File: config.mk
export PLATFORM = sky130hd
export DESIGN_NAME = round_arb
export DESIGN_NICKNAME = d
export VERILOG_FILES = /design/src/rtl/round_arb.sv
export SDC_FILE = /design/constraint.sdc
export NUM_CORES = 1
export LEC_CHECK = 0
export CORE_ASPECT_RATIO = 1.25
export CORE_MARGIN = 2
export CORE_UTILIZATION = 40
export CTS_BUF_LIST = sky130_fd_sc_hd__clkbuf_16
export CTS_CLUSTER_SIZE = 14
export DETAILED_ROUTE_END_ITERATION = 10
export GPL_TIMING_DRIVEN = 0
export PLACE_DENSITY = 0.68
export SLEW_MARGIN = 20
export SYNTH_ARGS = -nofsm -noshare
export SYNTH_HDL_FRONTEND = slang
export SYNTH_SLANG_ARGS = --single-unit
File: constraint.sdc
create_clock -name clk -period 7.4 [get_ports clk]
set_input_delay 2.22 -clock clk [delete_from_list [all_inputs] [get_ports clk]]
set_output_delay 2.22 -clock clk [all_outputs]
set_load 0.02 [all_outputs]
File: src/rtl/round_arb.sv
// Two-requester round-robin arbiter feeding a 2-stage round-to-nearest-even
// stage for single-precision results, with carry renormalization and overflow.
module round_arb #(
  parameter int CNT_W = 16
) (
  input  logic             clk,
  input  logic             rst_n,
  input  logic [1:0]       req_valid,
  output logic [1:0]       req_ready,
  input  logic             req0_sign,
  input  logic [7:0]       req0_exp,
  input  logic [27:0]      req0_mantis,
  input  logic [1:0]       req0_loss,
  input  logic             req0_op,
  input  logic             req1_sign,
  input  logic [7:0]       req1_exp,
  input  logic [27:0]      req1_mantis,
  input  logic [1:0]       req1_loss,
  input  logic             req1_op,
  output logic             out_valid,
  input  logic             out_ready,
  output logic [31:0]      out_data,
  output logic             out_tag,
  output logic             out_ovf,
  output logic [CNT_W-1:0] rnd_cnt,
  output logic             busy
);

  typedef struct packed {
    logic        sign;
    logic [7:0]  exp;
    logic [27:0] mant;
    logic [1:0]  loss;
    logic        op;
  } req_t;

  req_t [1:0]       req_pl;
  logic [1:0]       grant;
  logic             win;
  logic             xfer;
  logic             s1_free;
  logic             s1_adv;

  logic             prio_q, prio_d;
  logic             s1_v_q, s1_v_d;
  logic             s1_tag_q;
  req_t             s1_q;
  logic             out_valid_d;
  logic [CNT_W-1:0] cnt_q, cnt_d;

  assign req_pl[0] = {req0_sign, req0_exp, req0_mantis, req0_loss, req0_op};
  assign req_pl[1] = {req1_sign, req1_exp, req1_mantis, req1_loss, req1_op};

  // Arbitration: lone requester wins, a tie goes to prio.
  always_comb begin
    grant = 2'b00;
    case (req_valid)
      2'b01:   grant = 2'b01;
      2'b10:   grant = 2'b10;
      2'b11:   grant = prio_q ? 2'b10 : 2'b01;
      default: grant = 2'b00;
    endcase
  end

  assign win       = grant[1];
  assign s1_adv    = s1_v_q & (~out_valid | out_ready);
  assign s1_free   = ~s1_v_q | s1_adv;
  assign req_ready = grant & {2{s1_free & rst_n}};
  assign xfer      = |(req_valid & req_ready);

  assign prio_d      = xfer ? ~win : prio_q;
  assign s1_v_d      = xfer | (s1_v_q & ~s1_adv);
  assign out_valid_d = s1_adv | (out_valid & ~out_ready);

  // Rounding of the S1 payload, consumed as it moves into S2.
  logic        rnd_s, up_raw, up, special;
  logic [3:0]  rnd_r;
  logic [24:0] sum;
  logic [7:0]  res_exp;
  logic [22:0] res_frac;
  logic        res_ovf;

  assign rnd_s   = (s1_q.loss[1] & (s1_q.loss[0] | ~s1_q.op)) | (~s1_q.loss[1] & s1_q.mant[4]);
  assign rnd_r   = s1_q.mant[3:0];
  assign up_raw  = (rnd_r > 4'b1000) | ((rnd_r == 4'b1000) & rnd_s);
  assign special = (s1_q.exp == 8'hFF);
  assign up      = up_raw & ~special;
  assign sum     = {1'b0, s1_q.mant[27:4]} + {24'd0, up};

  always_comb begin
    res_exp  = s1_q.exp;
    res_frac = sum[22:0];
    res_ovf  = 1'b0;
    if (special) begin
      res_frac = s1_q.mant[26:4];
    end else if (s1_q.exp == 8'h00) begin
      res_exp  = sum[24] ? 8'h01 : 8'h00;
      res_frac = sum[23:1];
    end else if (sum[24]) begin
      if (s1_q.exp == 8'hFE) begin
        res_exp  = 8'hFF;
        res_frac = '0;
        res_ovf  = 1'b1;
      end else begin
        res_exp  = s1_q.exp + 8'h01;
        res_frac = sum[23:1];
      end
    end
  end

  assign cnt_d = (s1_adv & up & ~(&cnt_q)) ? cnt_q + 1'b1 : cnt_q;

  always_ff @(posedge clk or negedge rst_n) begin
    if (!rst_n) begin
      prio_q    <= 1'b0;
      s1_v_q    <= 1'b0;
      s1_tag_q  <= 1'b0;
      s1_q      <= '0;
      out_valid <= 1'b0;
      out_data  <= '0;
      out_tag   <= 1'b0;
      out_ovf   <= 1'b0;
      cnt_q     <= '0;
    end else begin
      prio_q    <= prio_d;
      s1_v_q    <= s1_v_d;
      out_valid <= out_valid_d;
      cnt_q     <= cnt_d;
      if (xfer) begin
        s1_q     <= req_pl[win];
        s1_tag_q <= win;
      end
      if (s1_adv) begin
        out_data <= {s1_q.sign, res_exp, res_frac};
        out_tag  <= s1_tag_q;
        out_ovf  <= res_ovf;
      end
    end
  end

  assign rnd_cnt = cnt_q;
  assign busy    = s1_v_q | out_valid;

endmodule

==> impl_metrics.py <==
metrics = {
    "drt": {
        "dr.pass1.iters": 5,
        "via_count": 5108,
        "route.detailed.drc": 0,
        "via_per_inst": 5.50,
        "postRouteWirelength_um": 16100,
        "ant_nets": 0,
        "wl_per_cell_um": 17.4,
        "drt_iter0_drc": 276,
    },
    "placement": {
        "dpl.hpwl_um": 12500,
        "post_dp_cell_area_um2": 6960,
        "io_buffers": 137,
        "gp_congestion": 0.891,
    },
    "timing": {
        "rsz0062_at_grt": "no",
        "max_freq_ghz": 0.148,
        "post-route-period-util": 0.912,
        "setup_violations": 0,
        "hold_viol_final": 0,
        "worstMarginPinSlew_ns": 0.799,
        "drv_slew": 0,
        "slew_headroom": 0.464,
        "skew_ns": 0.00877,
        "whs_ns": 0.489,
        "period_minus_slack_ns": 6.75,
    },
    "floorplan": {
        "die-area_um2": 14300,
        "num_rows": 47,
        "coreArea_um2": 13200,
        "start_util": 0.406,
        "die_y_um": 133,
        "ios": 139,
        "die_x_um": 107,
    },
    "layout": {
        "final_cell_mix": "clkdlybuf4s50_1, dfrtp_1, nor2_1, a21oi_1, o21ai_0",
        "n_fill_cell": 1270,
        "nets": 845,
        "layout_commonest_cell": "clkdlybuf4s50_1",
        "final_area_um2": 7220,
        "syn_to_final_growth_pct": 35.0,
        "antenna_cells": 0,
        "drive_above_1_share": 0.0608,
        "multiInputGateArea_um2": 2800,
        "seq_area_um2": 2350,
    },
    "worst_setup_path": {
        "cp.required_ns": 5.18,
        "critical_path_class": "input pin to output port",
        "crit_fanout": 10,
        "start_kind": "input pin",
        "end_kind": "output port",
        "worst_ep_arrival_time_ns": 4.53,
        "reg2reg_slack_ns": 3.29,
    },
    "cts": {
        "clockBufferDepth": 2,
        "clkTransAtPathRegs_ns": 0.07,
        "clock_latency_ns": 0.34,
        "root_buffer": "clkbuf_16",
        "numCtsBuffers": 9,
        "tritoncts": "built",
        "cts-htree-levels": 3,
        "cts_hold_buf": 0,
        "clkSinkCount": 94,
        "cts_setup_buffers": 0,
        "post_cts_resized": 0,
    },
    "synthesis": {
        "ys.flop_type": "dfrtp_1",
        "synth-adder-area-share": 0.0164,
        "synth_nets": 696,
        "synthCells": 604,
        "synthSimpleGateAreaFrac": 0.251,
        "syn_area_per_cell_um2": 8.85,
        "synth-seq-cells": 94,
        "synth_compound_area_frac": 0.170,
        "async_flop_share": 1.00,
        "synth_xor_area_frac": 0.0655,
        "synth_top_family_by_area": "simple AND/OR/NAND/NOR gates",
        "synth.area.mux_share": 0.0201,
        "synth-edff-count": 0,
        "seq_area_frac_synth": 0.440,
        "syn_area_um2": 5350,
        "synth.distinct_cells": 50,
        "yosys_warnings": 0,
    },
    "pwr": {
        "cellPowerDensity_nw_per_um2": 264,
        "power_leakage_uw": 0.00287,
        "peakVddDrop_v": 0.000141,
    },
    "grt": {
        "grt_util_all_layers": 0.232,
        "grt_pass1_wl_um": 26100,
        "first_global_vias": 5130,
        "antenna_found_initial": 0,
        "grt_max_degree": 51,
        "overflow": 0,
    },
    "status": {
        "outcome": "finished, final reports clean",
    },
    "worst_hold_path": {
        "min_path_type": "flip-flop to flip-flop",
    },
    "flow_run": {
        "cap_violations": 0,
    },
}
[kinds of logic after synthesis]
logic type / count (synthesis)
AO/OA/AOI/OAI: 161
buffers and inverters: 45
AND/OR/NAND/NOR: 247
adder cells (fa/ha/maj): 7
flip-flops: 94
XOR/XNOR: 40
multiplexers: 10
[through the flow]
step / total power (uW) / std cells / utilization / setup TNS [ns] / setup WS [ns]
after floorplan: 1160 / 604 / - / 0 / 1.73
after global placement: 1470 / 912 / 0.526 / -9.07 / -2.14
after detailed placement: 1490 / 913 / 0.528 / 0 / 0.655
after CTS: 1910 / 928 / 0.548 / 0 / 0.647
after global routing: 2020 / 928 / 0.548 / 0 / 0.460
final: 1900 / 928 / 0.548 / 0 / 0.650
[area by class of cell]
class                   count  area share
flip-flops and latches     94       0.326
clock inverters             6     0.00433
multi-input cells         465       0.388
clock buffers               9      0.0312
inverters                   6     0.00312
repair buffers            138       0.194
plain buffers              39      0.0241
well taps                 171      0.0296
[worst paths after layout]
check                        startpoint      endpoint  depth (start not counted)
min in group asynchronous         rst_n      rnd_r[2]                          1
setup / recovery           req_valid[0]  req_ready[0]                          6
setup reg to reg               s1_q[31]   out_data[6]                         13
hold / removal                  out_tag       out_tag                          2
max in group asynchronous         rst_n    rnd_cnt[1]                          2
hold reg to reg                 out_tag       out_tag                          2
[Yosys cell counts (all sizes together), types with 3 or more instances]
cell type | n | area (um^2)
buf | 10 | 65.1
a22oi | 5 | 37.5
xnor2 | 22 | 193
nand2 | 31 | 116
nand4 | 16 | 119
o22ai | 14 | 87.6
nor3 | 9 | 50.1
inv | 6 | 22.5
nand3 | 28 | 145
a31oi | 4 | 31.3
or2 | 3 | 18.8
clkbuf | 29 | 109
o21ai | 52 | 260
mux2i | 4 | 40.0
nor4 | 3 | 31.3
and2 | 3 | 18.8
o221ai | 4 | 35.0
ha | 7 | 87.6
nor4b | 3 | 26.3
xor2 | 18 | 158
nand3b | 41 | 308
dfrtp | 94 | 2350
a21oi | 71 | 355
mux2 | 6 | 67.6
nor2 | 82 | 315
and3 | 20 | 125
[sequential cells by signal, indices dropped and copies added, names as in the netlist]
signal,count
s1_tag_q,1
out_tag,1
s1_q,36
rnd_r,4
out_data,32
prio_q,1
s1_v_q,1
rnd_cnt,16
out_ovf,1
out_valid,1
[worst max-delay path, cell delays in order]
cell and delay [ns]:
clkbuf_1 0.35, inv_1 0.10, o21ai_1 0.65, clkbuf_1 0.37
and3_1 0.21, clkdlybuf4s50_1 0.61
[routing by layer]
metal  global-route usage  wire, um  vias to the layer above
met5                    0         0                        -
met3               0.0382       937                       18
met4               0.0662       238                        0
met2                0.408      8210                      184
li1                     -         -                     2462
met1                0.292      6730                     2444
[power by group]
group / switching (uW) / internal (uW)
logic: 387 / 340
registers: 121 / 638
clock network: 197 / 222
(Power assumes the default switching activity.)
==> RTL change: new RTL, same settings <==
Reset style: synchronous (`rst_n`), changed in one clocked block.
--- a/src/rtl/round_arb.sv
+++ b/src/rtl/round_arb.sv
@@ -110,7 +110,7 @@
 
   assign cnt_d = (s1_adv & up & ~(&cnt_q)) ? cnt_q + 1'b1 : cnt_q;
 
-  always_ff @(posedge clk or negedge rst_n) begin
+  always_ff @(posedge clk) begin
     if (!rst_n) begin
       prio_q    <= 1'b0;
       s1_v_q    <= 1'b0;
Check against the original RTL: differs if rst_n is asserted again (counterexample within 4 cycles, from zero or initial values and one cycle with rst_n low); with rst_n held inactive, the same outputs for 10 cycles.
==> RTL change against the original RTL <==
Wire length increased by 25%; sequential cell count unchanged; die area decreased by 0.97%; first-iteration DRC count increased by 110%; setup slack got worse by 400 ps; area after synthesis decreased by 1.0%; final area decreased by 0.21%; highest routed layer unchanged; critical path depth increased by 1.
Power is not compared: it rests on default switching activity, and its combinational part moved more than twofold at a synthesized area within 25%.
==> RTL change: results (changes against the original RTL) <==
The run finished with clean final reports. The destination of the worst register-to-register timing path is out_data[4]. The biggest cell delay along the critical path is 770 ps (+120 ps). The maximum number of pins on one net before global-route repair is 16 (-69%). The final weighted congestion of routability-driven global placement came to 0.918 (+3.0%). The per-instance average area after synthesis came out at 8.04 um^2 (-9.1%). The portion of the post-synthesis area used by sequential elements is 35.6% (-8.4 points).

The ratio of routed vias to standard cells is 6.02 (+9.3%). The first-pass GRT wire length came out at 30.8 mm (+18%). The most used flip-flop cell after synthesis is dfxtp_1. The total placed cells including tap cells came out at 967 (+5.9%).

The total track usage came to 28.0% (+4.8 points). The worst relative slew slack is 27.1% (-19 points). The arrival time reported for the critical path endpoint came to 4930 ps (+400 ps). The count of port buffers added during placement is 138 (+0.73%).

The count of antenna diodes in the layout is 0 (unchanged). The count of TritonRoute iterations in the first routing pass is 8 (+3). The fraction of final layout cells sized beyond drive strength 1 came to 7.27% (+1.2 points). The synthesized net count is 750 (+7.8%). The cell count of the worst reg-to-reg path came to 14 (+1).

The path with the worst hold slack has its endpoint at out_tag. The critical path's top delay family is buffers and inverters. The slowest stage of the critical path belongs to the cell nor2_1. The async set-or-reset flop fraction in the synthesized netlist came out at 0% (-100 points). The number of DRC markers after the initial detailed-route iteration came to 576 (+110%). The Yosys warning count is 0 (unchanged). After synthesis, the most frequently instantiated cells are dfxtp_1, nor2_1, nand2_1. The HPWL after detailed placement is 15.0 mm (+21%). The number of global-route vias before repair is 5676 (+11%). The total wire length was 20.1 mm (+25%). The post-route non-filler standard cell count came out at 982 (+5.8%). The final-stage net count is 899 (+6.4%). The startpoint of the lowest-slack hold path is out_tag. The clock skew is 6.86 ps (-1.91 ps). The setup slack of the worst register-to-register path came out at 2990 ps (-300 ps).

In this run the critical register-to-register path is launched from s1_q[34].
## RTL change: cell count changes after synthesis, sizes merged, moves of 18 or more
cell and change:
dfrtp -94, dfxtp +94, nand3b -41, a222oi +35
a21oi -34, nand2 +30, o21ai -19, buf +18
## RTL change: worst reg2reg max path: stages (launching register included)
cell and delay [ps]:
dfxtp_1 300, clkbuf_1 180, and4_1 240, nand4_1 190, clkbuf_1 520, clkbuf_1 520, o211a_1 270, ha_1 210
and3_1 200, and4_1 190, buf_2 260, nand3_1 150, a31oi_1 560, o41ai_1 260, a32o_1 270
## RTL change: area by class of cell
cell class	count	area, um^2
repair buffers	138	1380
plain buffers	61	295
multi-input cells	495	3090
inverters	8	30.0
clock inverters	6	86.3
flip-flops and latches	94	1880
clock buffers	9	225
fillers	1234	5910
well taps	171	214
## RTL change: timing repair
item,4_1_cts,5_1_grt
endpoints found under the setup margin,1,0
resized for setup,1,0
buffers inserted,0,0
## RTL change: power by group through the flow
stage	sequential, mW	combinational, mW	clock, mW
after floorplan	0.568	0.149	0
after global placement	0.564	0.281	0
after detailed placement	0.564	0.283	0
after CTS	0.553	0.285	0.502
after global routing	0.555	0.306	0.524
final	0.553	0.287	0.497
## RTL change: kinds of logic (layout without fill, tap and decap cells)
family	after synthesis	count (layout)	synth area share (%)
AOI/OAI and AO/OA	170	170	22.9
xor gates and xnor gates	31	31	5.13
adders and majority gates	7	7	1.65
buffers and inverters	69	222	6.15
DFF	94	94	35.6
muxes	16	16	3.07
and+or+nand+nor	271	271	25.5
## RTL change: per-stage QoR
stage	hold slack (ps)	area, um^2	setup slack, ps	setup TNS (ps)
finish	454	7200	251	0
global route	493	7200	85.9	0
CTS	456	7200	217	0
detailed placement	446	6890	-13.0	-13.0
global placement	438	6890	35.1	0
floorplan	432	5290	1870	0
## RTL change: how the worst max path moves through the flow
| stage | start | endpoint | slack [ps] | cells after the start |
|---|---|---|---|---|
| after CTS | out_ready | req_ready[1] | 220 | 7 |
| after detailed placement | req_valid[0] | req_ready[0] | -10 | 7 |
| after global placement | req_valid[0] | req_ready[0] | 40 | 7 |
| after global routing | out_ready | req_ready[1] | 90 | 7 |
| after floorplan | req_valid[0] | req_ready[0] | 1870 | 5 |
| final | out_ready | req_ready[1] | 250 | 7 |
## RTL change: per-layer routing
metal  up-vias  share of wire [%]  track usage (%)
met5         -                  0                0
met4         0                3.1             11.8
met3        47                5.9             4.19
met2       263                 52             50.7
met1      2846                 39             32.4
li1       2753                  -                -
